--- config.mk ---
export PLATFORM = sky130hd
export DESIGN_NAME = regress_accum
export DESIGN_NICKNAME = d
export VERILOG_FILES = /design/src/rtl/regress_accum.sv
export SDC_FILE = /design/constraint.sdc
export NUM_CORES = 1
export LEC_CHECK = 0
export ABC_AREA = 1
export CAP_MARGIN = 30
export CORE_MARGIN = 2
export CORE_UTILIZATION = 45
export DETAILED_ROUTE_END_ITERATION = 12
export GPL_TIMING_DRIVEN = 0
export PLACE_DENSITY = 0.66
export SLEW_MARGIN = 20
export SYNTH_ARGS = -nofsm -noshare
export SYNTH_HDL_FRONTEND = slang
export SYNTH_SLANG_ARGS = --single-unit
--- constraint.sdc ---
create_clock -name clk -period 15 [get_ports clk]
set_input_delay 1.5 -clock clk [delete_from_list [all_inputs] [get_ports clk]]
set_output_delay 1.5 -clock clk [all_outputs]
set_load 0.03 [all_outputs]
--- src/rtl/regress_accum.sv ---
// regress_accum: accumulates the six moment sums (n, Sx, Sy, Sxy, Sx2, Sy2)
// of an (x, y) sample stream over a window. It then hands the frozen sums to
// the least-squares solver and waits for the solver to finish, or gives up
// after a bounded wait.
module regress_accum #(
    parameter int DATA_W        = 8,   // sample width, at most 16 so products fit 32 bits
    parameter int WIN           = 64,  // samples per window (>= 2)
    parameter int SOLVE_TIMEOUT = 63   // WAIT cycles before the solve is abandoned (>= 1)
) (
    input  logic              clk,
    input  logic              reset,        // synchronous, active low
    input  logic              s_valid,
    output logic              s_ready,
    input  logic [DATA_W-1:0] s_x,
    input  logic [DATA_W-1:0] s_y,
    input  logic              s_last,
    output logic [15:0]       n,
    output logic [15:0]       sig_x,
    output logic [15:0]       sig_y,
    output logic [31:0]       sig_xy,
    output logic [31:0]       sig_x2,
    output logic [31:0]       sig_y2,
    output logic              en,
    output logic              start,
    input  logic              solve_done,
    output logic              overflow,
    output logic              short_window,
    output logic              timeout
);

    localparam int PW = 2 * DATA_W;

    typedef enum logic [2:0] {
        S_IDLE,
        S_ACCUM,
        S_LAUNCH,
        S_WAIT,
        S_CLEAR
    } state_t;

    state_t state_q;

    // Narrow sums: index 0 = Sx, 1 = Sy. Wide sums: 0 = Sxy, 1 = Sx2, 2 = Sy2.
    logic [1:0][15:0]       narrow_q;
    logic [2:0][31:0]       wide_q;
    logic [15:0]            n_q;
    logic [15:0]            wait_cnt_q;
    logic                   s_ready_q;
    logic                   en_q;
    logic                   start_q;
    logic                   overflow_q;
    logic                   short_q;
    logic                   timeout_q;

    logic [1:0][DATA_W-1:0] samp;
    logic [2:0][PW-1:0]     prod;
    logic [1:0][16:0]       narrow_sum;
    logic [2:0][32:0]       wide_sum;
    logic [1:0][15:0]       narrow_d;
    logic [2:0][31:0]       wide_d;
    logic [1:0]             narrow_ovf;
    logic [2:0]             wide_ovf;
    logic                   sat_hit;
    logic [15:0]            n_d;
    logic                   close_win;

    assign samp[0] = s_x;
    assign samp[1] = s_y;
    assign prod[0] = PW'(s_x) * PW'(s_y);
    assign prod[1] = PW'(s_x) * PW'(s_x);
    assign prod[2] = PW'(s_y) * PW'(s_y);

    // Saturating adders: one spare carry bit detects the wrap and clamps to all-ones.
    generate
        for (genvar gi = 0; gi < 2; gi++) begin : g_narrow
            assign narrow_sum[gi] = {1'b0, narrow_q[gi]} + 17'(samp[gi]);
            assign narrow_ovf[gi] = narrow_sum[gi][16];
            assign narrow_d[gi]   = narrow_ovf[gi] ? 16'hFFFF : narrow_sum[gi][15:0];
        end
        for (genvar gi = 0; gi < 3; gi++) begin : g_wide
            assign wide_sum[gi] = {1'b0, wide_q[gi]} + 33'(prod[gi]);
            assign wide_ovf[gi] = wide_sum[gi][32];
            assign wide_d[gi]   = wide_ovf[gi] ? 32'hFFFF_FFFF : wide_sum[gi][31:0];
        end
    endgenerate

    assign sat_hit   = (|narrow_ovf) | (|wide_ovf);
    assign n_d       = n_q + 16'd1;
    assign close_win = (n_d == 16'(WIN)) || s_last;

    // Window control FSM; every output is a register updated here.
    always_ff @(posedge clk) begin
        if (!reset) begin
            state_q    <= S_IDLE;
            narrow_q   <= '0;
            wide_q     <= '0;
            n_q        <= '0;
            wait_cnt_q <= '0;
            s_ready_q  <= 1'b0;
            en_q       <= 1'b0;
            start_q    <= 1'b0;
            overflow_q <= 1'b0;
            short_q    <= 1'b0;
            timeout_q  <= 1'b0;
        end else begin
            start_q   <= 1'b0;
            short_q   <= 1'b0;
            timeout_q <= 1'b0;
            case (state_q)
                S_IDLE: begin
                    state_q   <= S_ACCUM;
                    s_ready_q <= 1'b1;
                end
                S_ACCUM: begin
                    if (!s_ready_q) begin
                        // First ACCUM cycle after CLEAR: reopen the input.
                        s_ready_q <= 1'b1;
                    end else if (s_valid) begin
                        if (close_win && (n_d < 16'd2)) begin
                            // A window of one sample cannot be solved; discard it.
                            narrow_q   <= '0;
                            wide_q     <= '0;
                            n_q        <= '0;
                            overflow_q <= 1'b0;
                            short_q    <= 1'b1;
                        end else begin
                            narrow_q   <= narrow_d;
                            wide_q     <= wide_d;
                            n_q        <= n_d;
                            overflow_q <= overflow_q | sat_hit;
                            if (close_win) begin
                                state_q   <= S_LAUNCH;
                                s_ready_q <= 1'b0;
                            end
                        end
                    end
                end
                S_LAUNCH: begin
                    // solve_done is deliberately not looked at here.
                    en_q       <= 1'b1;
                    start_q    <= 1'b1;
                    wait_cnt_q <= '0;
                    state_q    <= S_WAIT;
                end
                S_WAIT: begin
                    if (solve_done) begin
                        state_q <= S_CLEAR;
                    end else if (wait_cnt_q == 16'(SOLVE_TIMEOUT - 1)) begin
                        timeout_q <= 1'b1;
                        state_q   <= S_CLEAR;
                    end else begin
                        wait_cnt_q <= wait_cnt_q + 16'd1;
                    end
                end
                S_CLEAR: begin
                    en_q       <= 1'b0;
                    narrow_q   <= '0;
                    wide_q     <= '0;
                    n_q        <= '0;
                    overflow_q <= 1'b0;
                    state_q    <= S_ACCUM;
                end
                default: state_q <= S_IDLE;
            endcase
        end
    end

    assign s_ready      = s_ready_q;
    assign n            = n_q;
    assign sig_x        = narrow_q[0];
    assign sig_y        = narrow_q[1];
    assign sig_xy       = wide_q[0];
    assign sig_x2       = wide_q[1];
    assign sig_y2       = wide_q[2];
    assign en           = en_q;
    assign start        = start_q;
    assign overflow     = overflow_q;
    assign short_window = short_q;
    assign timeout      = timeout_q;

endmodule

# After elaboration in Yosys (flattened, before gate mapping)
# Index checks and enable logic that the tools add are counted.
[word_totals]
output_inout_bits = 150
register_bits = 169
[classes]
n_eq_ne = 13
n_reduce_logical = 15
mux = 40
addsub = 7
multipliers = 3
bitwise = 4
magnitude_cmp = 1
[ops]
columns = ["cell", "count"]
rows = [
  ["96-bit 2-to-1 mux", 3],
  ["32-bit 2-to-1 mux", 6],
  ["96-bit case mux with 2 select lines", 1],
  ["16-bit 2-to-1 mux", 7],
  ["32-bit by 16-bit adder with 33-bit output", 3],
  ["16-bit case mux with 2 select lines", 2],
  ["32-bit case mux with 2 select lines", 1],
  ["8-bit by 8-bit multiplier with 16-bit output", 3],
  ["16-bit by 8-bit adder with 17-bit output", 2],
  ["16-bit by 1-bit adder with 16-bit output (second input constant)", 2],
  ["3-bit 2-to-1 mux", 6],
  ["16-bit by 6-bit == test with 1-bit output (second input constant)", 1],
  ["16-bit by 7-bit == test with 1-bit output (second input constant)", 1],
  ["16-bit by 2-bit < comparator with 1-bit output (second input constant)", 1],
  ["2-bit inequality test (second input constant)", 6],
  ["3-bit case mux with 4 select lines", 1],
  ["1-bit 2-to-1 mux", 10],
  ["2-bit nonzero test", 4],
  ["3-bit by 2-bit == test with 1-bit output (second input constant)", 2],
  ["1-bit case mux with 2 select lines", 3],
  ["3-bit AND reduction", 2],
  ["3-bit OR reduction", 2],
  ["5-bit AND reduction", 1],
  ["4-bit AND reduction", 1],
  ["9 further kinds", 12],
]

# Depth between registers and ports, before layout
[depth]
depth_word = 9
ltp_mapped = 27

# Least setup slack after synthesis
# No wires, ideal clock.
[synth_timing]
path_type = "in2reg"
from = "input port s_x[5]"
to = "register wide_q, in the netlist sig_xy[10]"
setup_slack_ns = 8.946
setup_ns = 0.143
required_time_ns = 14.857
arrival_time_ns = 5.911
path_stages = 23
cell_sequence = "clkbuf_1 > clkbuf_1 > nand2_1 > fa_1 > inv_1 > fa_1 > fa_1 > inv_1 > fa_1 > inv_1 > ha_1 > a21oi_1 > o21ai_0 > nand2_1 > nand2_1 > nand2_1 > nand3_1 > nand2_1 > buf_6 > clkbuf_1 > nand2_1 > nand3_2 > a21oi_2"
[synth_via]
elab_chain_cells = 7
[synth_lines]
columns = ["element", "line_no", "rtl"]
rows = [
  ["start: declaration", "14", "input logic [DATA_W-1:0] s_x,"],
  ["8-bit by 8-bit multiplier with 16-bit output", "69", "assign prod[0] = PW'(s_x) * PW'(s_y);"],
  ["32-bit by 16-bit adder with 33-bit output", "81", "assign wide_sum[gi] = {1'b0, wide_q[gi]} + 33'(prod[gi]);"],
  ["32-bit 2-to-1 mux", "83", "assign wide_d[gi] = wide_ovf[gi] ? 32'hFFFF_FFFF : wide_sum[gi][31:0];"],
  ["96-bit 2-to-1 mux", "119", "if (close_win && (n_d < 16'd2)) begin"],
  ["96-bit 2-to-1 mux", "118", "end else if (s_valid) begin"],
  ["96-bit 2-to-1 mux", "115", "if (!s_ready_q) begin"],
  ["96-bit case mux with 2 select lines", "109", "case (state_q)"],
  ["end signal: assignment", "128", "wide_q <= wide_d;"],
  ["end: declaration", "45", "logic [2:0][31:0] wide_q;"],
]
# No other way between the ends. The select of a mux whose other input is x is not followed.
# A chain may end at the register's enable or synchronous reset.

# Worst setup path in the final report
[layout_timing]
from = "input port s_y[3]"
to = "register wide_q, in the netlist sig_y2[12]"
[layout_via]
elab_chain_cells = 7
[layout_lines]
columns = ["element", "line_no", "rtl"]
rows = [
  ["start: declaration", "15", "input logic [DATA_W-1:0] s_y,"],
  ["8-bit by 8-bit multiplier with 16-bit output", "71", "assign prod[2] = PW'(s_y) * PW'(s_y);"],
  ["32-bit by 16-bit adder with 33-bit output", "81", ""],
  ["32-bit 2-to-1 mux", "83", ""],
  ["96-bit 2-to-1 mux", "119", ""],
  ["96-bit 2-to-1 mux", "118", ""],
  ["96-bit 2-to-1 mux", "115", ""],
  ["96-bit case mux with 2 select lines", "109", ""],
]
# No other way between the ends. The select of a mux whose other input is x is not followed.

==> flow_summary.yaml <==
run_status:
  outcome: "finished, final reports clean"
timing:
  finalClockSkew_ns: 0.0204
  setup_viol: 0
  max_freq_mhz: 135
  hold_viol_final: 0
  finalSetupTns_ns: 0
  finalMaxSlewViolations: 0
  rsz0062_at_grt: "false"
  relSlewSlack_pct: 38.7
  fin_crit_ns: 7.41
  post-route-period-util_pct: 49.4
  tightest_slew_ns: 0.920
clocking:
  post_cts_resized: 0
  hold_buffers: 0
  htreeDepth: 4
  clock_sinks: 169
  clkLatencyLatePin_ns: 0.49
  cts_root_buf: "clkbuf_16"
  clk_pin_slew_ns: 0.07
  tritoncts: "yes"
  cts_buffers: 17
  cts_setup_buffers: 0
  cts_buffer_depth: 2
die:
  die_area_um2: 42600
  design.core.area_um2: 40600
  ioPinCount: 171
  start_util_pct: 45.3
  die_h_um: 206
  die_width_um: 206
  num_rows: 74
power_and_ir_drop:
  total_power_mw: 2.01
  peakVddDrop_uv: 80.2
  p_leak_nw: 9.87
  p_per_area_nw_per_um2: 93.7
finish:
  final_layout_size_suffix_gt1_share_pct: 9.64
  finalNetCount: 3114
  areaGrowthSynthToFinish_pct: 16.4
  antenna_cells: 0
synth:
  netlist_instances: 2629
  synth.most_common_cell: "nand2_1"
  synth-seq-area-share_pct: 18.4
  ys_warn_count: 0
  ys.flop_type: "dfxtp_1"
  synth.avg_cell_area_um2: 7.01
  synth_nets: 2923
  syn-cell-area_um2: 18400
  synth.distinct_cells: 43
  synth-seq-cells: 169
  synth_edf_count: 0
  synth_top_area_share_pct: 18.4
  yosysTopAreaCell: "dfxtp_1"
  synthArstFlopShare_pct: 0
  synth_common_cells: "nand2_1 (675), inv_1 (492), nand3_1 (174)"
  synth.area.top_cells: "dfxtp_1 (18%), fa_1 (14%), nand2_1 (14%)"
grt:
  grt-ovfl-total: 0
  antenna_found_initial: 0
  grt_pass1_vias: 16900
  grt_max_degree: 17
  grt_use_total_pct: 25.9
  grt_first_pass_wirelength_mm: 86.9
routing:
  num_vias: 17400
  viasPerCell: 5.17
  post_drt_wl_per_cell_um: 16.0
  antenna_left: 0
  dr.first_iter.drc_count: 1236
  drc_errors: 0
  wl_mm: 53.9
  dr.pass1.iters: 5
place:
  io_buffers: 170
  gp_congestion: 0.930
  hpwl_mm: 43.4
setup_path:
  crit_path_start_kind: "primary input"
  cp_max_fo: 10
  cp.required_ns: 15.34
  crit_arrival_ns: 7.75
  critical_path_class: "primary input to flop"
  cp-end-kind: "flop"
job:
  max_cap_viol_count: 0
hold_path:
  hold_class: "flop to flop"
==> final cells by class <==
cell class | instances | area [µm²]
Timing Repair Buffer | 172 | 1730
Inverter | 494 | 1850
Tap cell | 532 | 666
Buffer | 103 | 589
Sequential cell | 169 | 3380
Clock inverter | 13 | 181
Clock buffer | 19 | 453
Multi-Input combinational cell | 1863 | 12600
Fill cell | 3948 | 19200
==> critical path, stage by stage <==
cell and delay, ns:
clkdlybuf4s50_1 0.56, clkbuf_1 0.38, clkbuf_1 0.52, nand2_1 0.16, fa_1 0.53, inv_1 0.07
fa_1 0.50, fa_1 0.55, inv_1 0.05, fa_1 0.53, inv_1 0.04, ha_1 0.34
inv_1 0.09, o21ai_0 0.11, nand2_1 0.08, nand2_1 0.06, nand2_1 0.07, nand3_1 0.18
a21oi_2 0.66, clkbuf_1 0.45, nand2_1 0.14, nand3_2 0.11, a21oi_2 0.05
==> layer usage <==
| layer | global-route usage (%) | part of all wire, % |
|---|---|---|
| met3 | 3.86 | 5.2 |
| met5 | 0 | 0 |
| met2 | 42.5 | 47 |
| met4 | 9.23 | 3.0 |
| met1 | 34.5 | 45 |
==> sequential cells by signal, summed over array words and instances, names as in the netlist <==
name	flops
sig_y2	32
n	16
sig_x2	32
overflow	1
timeout	1
sig_xy	32
start	1
s_ready	1
short_window	1
state_q	3
wait_cnt_q	16
sig_y	16
en	1
sig_x	16
==> report_power, final <==
| part | internal (mW) | switching (mW) |
|---|---|---|
| sequential | 0.459 | 0.0118 |
| clock | 0.276 | 0.218 |
| combinational | 0.384 | 0.664 |
| total | 1.12 | 0.893 |
==> cell families after synthesis <==
group | Yosys count | share of synthesized area, %
AND/OR/NAND/NOR | 1184 | 29.9
flip-flops | 169 | 18.4
AO/OA/AOI/OAI | 332 | 11.2
adder cells (fa/ha/maj) | 273 | 23.7
XOR/XNOR | 73 | 3.47
buffers and inverters | 597 | 13.3
multiplexers | 1 | 0.0543
==> worst paths after layout <==
| kind | from | to | slack, ns | cells past startpoint |
|---|---|---|---|---|
| setup reg to reg | sig_y2[7]$_SDFFE_PN0P_ | sig_y2[12]$_SDFFE_PN0P_ | 9.90 | 20 |
| setup / recovery | s_y[3] | sig_y2[12]$_SDFFE_PN0P_ | 7.59 | 23 |
| hold / removal | wait_cnt_q[14]$_SDFFE_PN0P_ | wait_cnt_q[14]$_SDFFE_PN0P_ | 0.49 | 1 |
| hold reg to reg | wait_cnt_q[14]$_SDFFE_PN0P_ | wait_cnt_q[14]$_SDFFE_PN0P_ | 0.49 | 1 |
==> cell usage in the layout (no fill, tap or decap), types with 9 or more instances in the layout <==
cell type	Yosys	final
a21oi_1	140	140
a21oi_2	91	91
buf_12	10	10
buf_2	17	17
clkbuf_1	67	67
clkbuf_16	0	17
clkdlybuf4s50_1	0	170
dfxtp_1	169	169
fa_1	128	128
ha_1	145	145
inv_1	492	492
nand2_1	675	675
nand3_1	174	174
nand3_2	91	91
nand4_1	38	38
nor2_1	128	128
nor3_1	28	28
nor4_1	9	9
o21ai_0	71	71
or2_2	14	14
xnor2_1	38	38
xor2_1	35	35
==> stage by stage <==
stage	instances	hold slack, ns	instance area (µm²)	worst slack, ns	utilization, %
detailed placement	3333	0.470	20800	7.14	51.2
CTS	3365	0.490	21500	7.64	52.8
floorplan	2629	0.444	18400	8.95	-
global placement	3331	0.465	20800	7.15	51.2
global route	3365	0.512	21500	7.20	52.8
finish	3365	0.492	21500	7.59	52.8
(Power assumes the default switching activity.)
